<file path="config.mk">
export PLATFORM = sky130hd
export DESIGN_NAME = mmio_io
export DESIGN_NICKNAME = d
export VERILOG_FILES = /design/src/rtl/mmio_io_pkg.sv /design/src/rtl/mmio_io_rx_fifo.sv /design/src/rtl/mmio_io.sv
export SDC_FILE = /design/constraint.sdc
export NUM_CORES = 1
export LEC_CHECK = 0
export ABC_AREA = 1
export CAP_MARGIN = 15
export CORE_MARGIN = 2
export CORE_UTILIZATION = 47
export CTS_CLUSTER_SIZE = 16
export DETAILED_ROUTE_END_ITERATION = 6
export MAX_ROUTING_LAYER = met4
export PLACE_DENSITY = 0.77
export RECOVER_POWER = 50
export SLEW_MARGIN = 20
export SYNTH_ARGS = -nofsm -noshare
export SYNTH_HDL_FRONTEND = slang
export SYNTH_SLANG_ARGS = --single-unit
</file>
<file path="constraint.sdc">
create_clock -name clk -period 2.4 [get_ports clk]
set_clock_uncertainty 0.1 [all_clocks]
set_input_delay 0.48 -clock clk [delete_from_list [all_inputs] [get_ports clk]]
set_output_delay 0.48 -clock clk [all_outputs]
set_load 0.005 [all_outputs]
</file>
<file path="src/rtl/mmio_io_pkg.sv">
// Shared definitions for the MMIO slave: window base, register offsets,
// status bit positions and the offset decoder.
package mmio_io_pkg;

    localparam logic [31:0] MMIO_BASE    = 32'h8000_0000;

    localparam logic [7:0]  MMIO_STATUS  = 8'h00;
    localparam logic [7:0]  MMIO_RX      = 8'h04;
    localparam logic [7:0]  MMIO_TX      = 8'h08;
    localparam logic [7:0]  MMIO_CYC     = 8'h10;
    localparam logic [7:0]  MMIO_INST    = 8'h14;
    localparam logic [7:0]  MMIO_CNT_RST = 8'h18;

    localparam int STATUS_TX_READY = 0;
    localparam int STATUS_RX_VALID = 1;

    typedef enum logic [2:0] {
        REG_NONE,
        REG_STATUS,
        REG_RX,
        REG_TX,
        REG_CYC,
        REG_INST,
        REG_CNT_RST
    } reg_sel_e;

    // Word index only: byte lanes within a register are not distinguished.
    function automatic reg_sel_e decode_offset(input logic [5:0] word);
        case (word)
            MMIO_STATUS[7:2]:  return REG_STATUS;
            MMIO_RX[7:2]:      return REG_RX;
            MMIO_TX[7:2]:      return REG_TX;
            MMIO_CYC[7:2]:     return REG_CYC;
            MMIO_INST[7:2]:    return REG_INST;
            MMIO_CNT_RST[7:2]: return REG_CNT_RST;
            default:           return REG_NONE;
        endcase
    endfunction

endpackage

</file>
<file path="src/rtl/mmio_io_rx_fifo.sv">
// Small synchronous FIFO buffering received UART bytes until software polls.
module rx_fifo #(
    parameter int DEPTH = 8,
    parameter int WIDTH = 8
) (
    input  logic             clk,
    input  logic             rst,
    input  logic             push,
    input  logic [WIDTH-1:0] din,
    output logic             full,
    input  logic             pop,
    output logic [WIDTH-1:0] dout,
    output logic             empty
);

    localparam int AW = $clog2(DEPTH);
    localparam int CW = AW + 1;

    logic [WIDTH-1:0] mem [DEPTH];
    logic [AW-1:0]    wr_ptr;
    logic [AW-1:0]    rd_ptr;
    logic [CW-1:0]    count;
    logic             push_ok;
    logic             pop_ok;

    // Full is judged on the pre-pop count, so a pop never opens room the same cycle.
    assign full    = (count == CW'(DEPTH));
    assign empty   = (count == '0);
    assign push_ok = push && !full;
    assign pop_ok  = pop && !empty;
    assign dout    = mem[rd_ptr];

    always_ff @(posedge clk or negedge rst) begin
        // NOTE: sequential state uses non-blocking assignments so every flop samples pre-edge values.
        if (!rst) begin
            wr_ptr <= '0;
            rd_ptr <= '0;
            count  <= '0;
        end else begin
            if (push_ok) wr_ptr <= wr_ptr + 1'b1;
            if (pop_ok)  rd_ptr <= rd_ptr + 1'b1;
            case ({push_ok, pop_ok})
                2'b10:   count <= count + 1'b1;
                2'b01:   count <= count - 1'b1;
                default: count <= count;
            endcase
        end
    end

    // NOTE: storage is not reset; count guards every read so stale entries are never visible.
    always_ff @(posedge clk) begin
        if (push_ok) mem[wr_ptr] <= din;
    end

endmodule

</file>
<file path="src/rtl/mmio_io.sv">
// MMIO slave: UART status/RX/TX registers plus cycle and retired-instruction
// counters, with dmem-matching one-cycle synchronous read data.
module mmio_io
    import mmio_io_pkg::*;
#(
    parameter int          RX_DEPTH  = 8,
    parameter logic [31:0] BASE_ADDR = MMIO_BASE
) (
    input  logic        clk,
    input  logic        rst,
    input  logic [31:0] addr,
    input  logic [31:0] wdata,
    input  logic [3:0]  we,
    input  logic        re,
    output logic [31:0] rdata,
    input  logic        inst_retire,
    input  logic [7:0]  uart_rx_data,
    input  logic        uart_rx_valid,
    output logic        uart_rx_ready,
    output logic [7:0]  uart_tx_data,
    output logic        uart_tx_valid,
    input  logic        uart_tx_ready
);

    logic        hit;
    logic        rd;
    logic        wr;
    reg_sel_e    sel;
    logic        tx_ready;
    logic        fifo_full;
    logic        fifo_empty;
    logic [7:0]  fifo_dout;
    logic [31:0] cycle_cnt;
    logic [31:0] inst_cnt;
    logic [31:0] rd_mux;
    logic        unused_bits;

    assign unused_bits = &{1'b0, addr[1:0], wdata[31:8]};

    assign hit      = (addr[31:8] == BASE_ADDR[31:8]);
    assign sel      = decode_offset(addr[7:2]);
    assign rd       = re && hit;
    assign wr       = (|we) && hit;
    assign tx_ready = !uart_tx_valid && uart_tx_ready;

    assign uart_rx_ready = !fifo_full;

    rx_fifo #(
        .DEPTH (RX_DEPTH),
        .WIDTH (8)
    ) u_rx_fifo (
        .clk   (clk),
        .rst   (rst),
        .push  (uart_rx_valid),
        .din   (uart_rx_data),
        .full  (fifo_full),
        .pop   (rd && (sel == REG_RX)),
        .dout  (fifo_dout),
        .empty (fifo_empty)
    );

    // NOTE: every variable gets a default first so this block can never infer a latch.
    always_comb begin
        rd_mux = '0;
        case (sel)
            REG_STATUS: begin
                rd_mux[STATUS_TX_READY] = tx_ready;
                rd_mux[STATUS_RX_VALID] = !fifo_empty;
            end
            REG_RX:   rd_mux = fifo_empty ? 32'h0 : {24'h0, fifo_dout};
            REG_CYC:  rd_mux = cycle_cnt;
            REG_INST: rd_mux = inst_cnt;
            default:  rd_mux = '0;
        endcase
    end

    always_ff @(posedge clk or negedge rst) begin
        if (!rst) rdata <= '0;
        else      rdata <= rd ? rd_mux : 32'h0;
    end

    // Accepting a write requires !uart_tx_valid, so it never overlaps the handshake clear.
    always_ff @(posedge clk or negedge rst) begin
        if (!rst) begin
            uart_tx_valid <= 1'b0;
            uart_tx_data  <= '0;
        end else if (uart_tx_valid && uart_tx_ready) begin
            uart_tx_valid <= 1'b0;
        end else if (wr && (sel == REG_TX) && tx_ready) begin
            uart_tx_valid <= 1'b1;
            uart_tx_data  <= wdata[7:0];
        end
    end

    always_ff @(posedge clk or negedge rst) begin
        if (!rst) begin
            cycle_cnt <= '0;
            inst_cnt  <= '0;
        end else if (wr && (sel == REG_CNT_RST)) begin
            cycle_cnt <= '0;
            inst_cnt  <= '0;
        end else begin
            cycle_cnt <= cycle_cnt + 32'd1;
            inst_cnt  <= inst_cnt + {31'h0, inst_retire};
        end
    end

endmodule

</file>
==> results of run 1 <==
power breakdown:
group | internal (uW) | leakage [uW] | switching [uW] | total [uW]
combinational | 413 | 0.00267 | 557 | 969
clock | 1410 | 0.000295 | 1380 | 2790
sequential | 3450 | 0.00203 | 180 | 3630
through the flow:
stage	area, um^2	setup TNS (ps)	power [uW]	hold slack [ps]	cells
3_5_place_dp	10430	-1380	4633	356.5	1421
3_3_place_gp	10430	-944.0	4599	346.7	1421
4_1_cts	11040	0	7409	375.9	1454
5_1_grt	11090	-92.33	7713	393.5	1455
2_1_floorplan	8786	0	4139	84.41	1061
6_report	11090	0	7386	374.0	1455
layout make-up:
| type | count | area (um^2) |
|---|---|---|
| clock buffer | 17 | 425.4 |
| clock inverter | 15 | 172.7 |
| fill | 1488 | 7059 |
| inverter | 98 | 367.9 |
| multi-input combinational | 758 | 3517 |
| sequential | 179 | 4800 |
| tap | 229 | 286.5 |
| timing repair buffer | 159 | 1519 |
kinds of logic (layout without fill, tap and decap cells):
logic type      after synthesis  in the layout
simple gates                672            672
fa+ha+maj                     8              8
compound gates               49             49
xor+xnor                     29             29
flops                       179            179
buf+inv                     124            289
tightest hold or removal path: stages, from the launching register on:
cell and delay [ps]:
dfrtp_1 350, nand2_1 50, nand2_1 50
worst paths after layout:
kind | start | to | slack, ps | cells past startpoint
worst max-delay path | u_rx_fifo.count[0] | uart_rx_ready | 70 | 3
worst min-delay path | uart_tx_data[3] | uart_tx_data[3] | 370 | 2
worst max register to register | u_rx_fifo.count[0] | u_rx_fifo.count[2] | 210 | 10
worst min register to register | uart_tx_data[3] | uart_tx_data[3] | 370 | 2
max in group asynchronous | rst | inst_cnt[16] | 380 | 3
min in group asynchronous | rst | uart_tx_data[6] | 570 | 2
metal layers:
| metal | part of all wire | vias up | routed length, um | global-route usage |
|---|---|---|---|---|
| met4 | 0.024 | 0 | 536 | 0.07895 |
| met5 | 0 | - | 0 | - |
| met2 | 0.47 | 262 | 10380 | 0.3589 |
| li1 | - | 3708 | - | - |
| met3 | 0.062 | 46 | 1350 | 0.04789 |
| met1 | 0.44 | 3577 | 9677 | 0.3190 |
flip-flops by register name (all words and copies together), names as in the netlist:
signal and cells:
rdata 32, u_rx_fifo.mem 64, u_rx_fifo.count 4, inst_cnt 32
u_rx_fifo.wr_ptr 3, cycle_cnt 32, uart_tx_valid 1, uart_tx_data 8
u_rx_fifo.rd_ptr 3
what timing repair did:
| item | CTS | global route |
|---|---|---|
| endpoints found under the setup margin | 0 | 4 |
| hold endpoints to repair | 32 | 0 |
| hold buffers | 1 | 0 |
| setup buffers | 0 | 1 |
| gates resized for setup | 0 | 14 |
placed cells by master (no fill, tap or decap), drive strengths merged, types with 6 or more instances in the layout:
cell type and count:
xor2 23, buf 60, xnor2 6, dlygate4sd3 9, nand3 106, nor2 207, a21oi 11, nand4 6
nand2 319, inv 107, clkinv 6, ha 8, a22oi 27, nor3 30, clkdlybuf4s50 88, o21ai 8
clkbuf 19, edfxtp 64, dfrtp 115
==> impl_results.md, run 1 <==
- Status: finished clean
- Initial core utilization: 0.4839
- Worst-Skew Late Latency: 440 ps
- Post-Synth XOR/XNOR Area: 0.02893
- WP buf/inv: 1
- CTS sink cnt: 179
- Post-synth top cells: nand2_1, nor2_1, dfrtp_1
- Core area: 0.01815 mm^2
- Yosys top cell by area: dfrtp_1
- DRC: 0
- Slew Limit Fails: 0
- Pwr per Cell Area: 666.2 mW/mm^2
- Ratio of cells with drive above 1 in the final layout: 0.09869
- CTS tree: done
- CP cell instances: nor2_2 > nand3_2 > clkdlybuf4s50_1
- Primary FF master, synth: dfrtp_1
- FF+latch count, synth: 179
- GPL Wtd Cong: 0.9728
- WP data arrival: 1750 ps
- Top post-synthesis cells by area: dfrtp_1, edfxtp_1, nand2_1, nor2_1, nand3_1
- Util after Layout: 0.6110
- Critical Path Sink Type: output port
- Vias in the first global route: 7009
- Fraction of registers with async set/reset: 0.6425
- Post-synthesis compound-gate area fraction: 0.03605
- Synth warn: 0
- Port Buf Inserts: 97
- Syn Area/Cell: 8.276 um^2
- Largest net degree at the start of global routing: 58
- CP Max Fanout: 5
- Die height: 140.7 um
- Clock slew at reported path FFs: 70 ps
- Synth Area in Adders: 0.01140
- DRT iter0 DRCs: 845
- Setup WS pre-CTS: -434.5 ps
- Root Buffer: clkbuf_16
- Leak pwr: 0.004992 uW
- GRT Overall Usage: 0.2358
- Syn_nets: 1151
- Period minus WS final: 2330 ps
- Die ar.: 0.01979 mm^2
- Max Cap Viol: 0
- Critical Path Max Stage Delay: 500 ps
- Critical Path Slowest Stage Cell: clkdlybuf4s50_1
- Worst Hold Class: reg -> reg
- CTS Buf Count: 17
- WL/cell: 15.08 um
- Largest family of logic cells by synthesized area: simple AND/OR/NAND/NOR gates
- Startpoint Class: flip-flop
- Sequential-to-total area share from yosys stat: 0.5466
- Final Cycle Share: 0.9708
- Vias per cell: 5.219
- Mapped Area: 0.008781 mm^2
- Top Family by Delay on Critical Path: buffers and inverters
- Clock Tree Buf Depth: 2
- Boundary Pins: 124
- Most common cell in the netlist: nand2_1
- H-tree depth: 4
- Yosys cell types: 29
- First-pass GRT wire length: 35420 um
- VDD IR max: 0.0005515 V
- Synth Instances: 1061
- Fmax: 429.2 MHz
- Nets: 1303
- Number of synthesized flops with an enable pin: 64
- Slew HR: 0.4484
- Setup violators final: 0
- First-pass DRT Iterations: 6
- Data required, critical path: 1820 ps
- Inserted Diodes: 0
- Hold Vio Cnt, Final: 0
- Initial antenna violation count: 0
- Synth Area in Simple Gates: 0.3165
- Min setup slack post-route: 70.00 ps
- RSZ-0062 raised after global routing: true
- Worst Max-Slew Pin Slew: 827.4 ps
- Post-route ant nets: 0
- Row cnt: 49
- Area fraction of the dominant cell type after synthesis: 0.3277
- Area delta synth->final: 26.27%
- Final WL: 21950 um
- Mux contribution to synthesized area: 0
- Setup CP Type: reg -> out
- Via count: 7593
- DP HPWL: 15930 um
- Die width: 140.7 um
- GRT overflow: 0
Power figures use the tool's default switching activity.
==> run 2: changes to the inputs <==
--- a/config.mk
+++ b/config.mk
@@ -7,7 +7,7 @@
 export LEC_CHECK = 0
 export ABC_AREA = 1
 export CAP_MARGIN = 15
-export CORE_MARGIN = 2
+export CORE_MARGIN = 1.5
 export CORE_UTILIZATION = 47
 export CTS_CLUSTER_SIZE = 16
 export DETAILED_ROUTE_END_ITERATION = 6
==> impl_results.md, run 2 (synthesized netlist as in run 1, its figures left out) <==
- Hold Vio Cnt, Final: 0
- Most common cell after layout, fill and taps aside: nand2_1
- Slew HR: 0.2450
- Row cnt: 49
- WL/cell: 15.55 um
- Via count: 7713
- Port Buf Inserts: 97
- Ratio of cells with drive above 1 in the final layout: 0.09927
- Met3 wire len: 1470 um
- Final WL: 22680 um
- RSZ-0062 raised after global routing: true
- GPL Wtd Cong: 0.9481
- DRT iter0 DRCs: 760
- First-pass DRT Iterations: 7
- Area delta synth->final: 26.79%
- Pwr per Cell Area: 665.0 mW/mm^2
- Util after Layout: 0.6135
- H-tree depth: 4
- TNS Setup: 0 ps
- Failing checks: DRC
- Core area: 0.01815 mm^2
- CTS Buf Count: 17
- CTS sink cnt: 179
- GRT Overall Usage: 0.2526
- Hold path depth: 2
- Storage cell area: 0.004800 mm^2
- HP Start: uart_tx_data[1]
- Clock Tree Buf Depth: 2
- Largest reg by FF count: u_rx_fifo.mem
- Die width: 139.7 um
- Max Cap Viol: 0
- R2R Path End: u_rx_fifo.count[3]
- DP HPWL: 16480 um
- Startpoint Class: input port
- Vias in the first global route: 7457
- Period minus WS final: 2334 ps
- CP Max Fanout: 4
- Fmax: 428.4 MHz
- Die ar.: 0.01951 mm^2
- WP data arrival: 2560 ps
- Die height: 139.7 um
- Area occupied by multi-input gates: 0.003535 mm^2
- Slew Limit Fails: 0
- CTS tree: done
- R2R depth: 12
- Clock slew at reported path FFs: 70 ps
- VDD IR max: 0.0005210 V
- Boundary Pins: 124
- Final Cycle Share: 0.9726
- First-pass GRT wire length: 37470 um
- Critical Path Sink Type: flip-flop
- Setup violators final: 0
- Top Metal Used: met4
- Leak pwr: 0.004997 uW
- GRT overflow: 0
- Vias per cell: 5.290
- Worst-Skew Late Latency: 440 ps
- Nets: 1306
- Initial core utilization: 0.4839
- Status: finished, violations left
- Most frequent cells in the layout: nand2_1, nor2_1, dfrtp_1
- Worst Hold Class: reg -> reg
- Met2 wire len: 10840 um
- Largest net degree at the start of global routing: 46
- DRC: 8
- Met1 WL: 9903 um
- Worst Max-Slew Pin Slew: 1132 ps
- Inserted Diodes: 0
- Worst Hold End: uart_tx_data[1]
- Post-route ant nets: 0
- Initial antenna violation count: 0
- Filler Cell Count: 1523
- Max reg flops: 64
- R2r startpoint: u_rx_fifo.count[1]
- Data required, critical path: 2630 ps
- Setup CP Type: in -> reg
- Worst R2R Setup Slack: 110 ps
- Root Buffer: clkbuf_16
[run 2: changes by cell type in the layout (fill, tap and decap cells not counted), sizes merged]
cell      previous run  this run
buf                 60        59
clkbuf              19        23
clkinvlp             0         1
inv                107       106
[run 2: worst max path at each step]
stage                              end  slack [ps]  cells after the start                from
global route        u_rx_fifo.count[3]        -140                     15            addr[31]
finish              u_rx_fifo.count[3]          70                     14             addr[5]
floorplan           u_rx_fifo.count[2]          60                     11             addr[5]
detailed placement  u_rx_fifo.count[2]        -430                     12             addr[5]
global placement    u_rx_fifo.count[2]        -330                     12             addr[5]
CTS                      uart_rx_ready          20                      3  u_rx_fifo.count[0]
[run 2: report_power, final]
group          total, uW  internal [uW]  switching (uW)
registers           3640           3450             187
logic                991            420             571
clock network       2780           1410            1360
total               7400           5280            2120
[run 2: routing by layer]
metal	GRT usage	up-vias
met5	-	-
met4	0.08199	0
met3	0.04611	49
met2	0.3993	306
met1	0.3314	3639
li1	-	3719
[run 2: area by class of cell]
cell class	instances	area share
well taps	229	0.02574
inverters	98	0.03304
multi-input cells	758	0.3175
repair buffers	162	0.1387
clock buffers	17	0.03821
flip-flops and latches	179	0.4311
clock inverters	15	0.01573
[run 2: critical path, cell delays in order]
cell and delay (ps):
clkdlybuf4s50_1 430, nor2_2 190, inv_1 70, nor2_2 120, nand2_1 120, nor3_4 250
ha_4 230, xor2_4 170, buf_4 130, nand3_1 60, nand2_1 100, nand3_1 90
nand2_1 70, nand2_1 40
[run 2: metrics by stage]
| step | power [uW] | setup WS (ps) | hold WS, ps | area, um^2 | instances |
|---|---|---|---|---|---|
| finish | 7404 | 65.76 | 382.0 | 11130 | 1458 |
| global route | 7707 | -144.7 | 409.6 | 11130 | 1458 |
| CTS | 7410 | 19.49 | 384.0 | 11090 | 1458 |
| detailed placement | 4638 | -428.3 | 364.9 | 10470 | 1425 |
| global placement | 4601 | -332.2 | 353.7 | 10470 | 1425 |
| floorplan | 4139 | 58.47 | 84.41 | 8786 | 1061 |
[run 2: repair_timing]
| item | in CTS | in global routing |
|---|---|---|
| setup buffers | 0 | 0 |
| resized for setup | 1 | 15 |
| setup endpoints to repair | 1 | 4 |
| hold buffers | 1 | 0 |
| pin swaps | 0 | 1 |
| endpoints found under the hold margin | 40 | 0 |
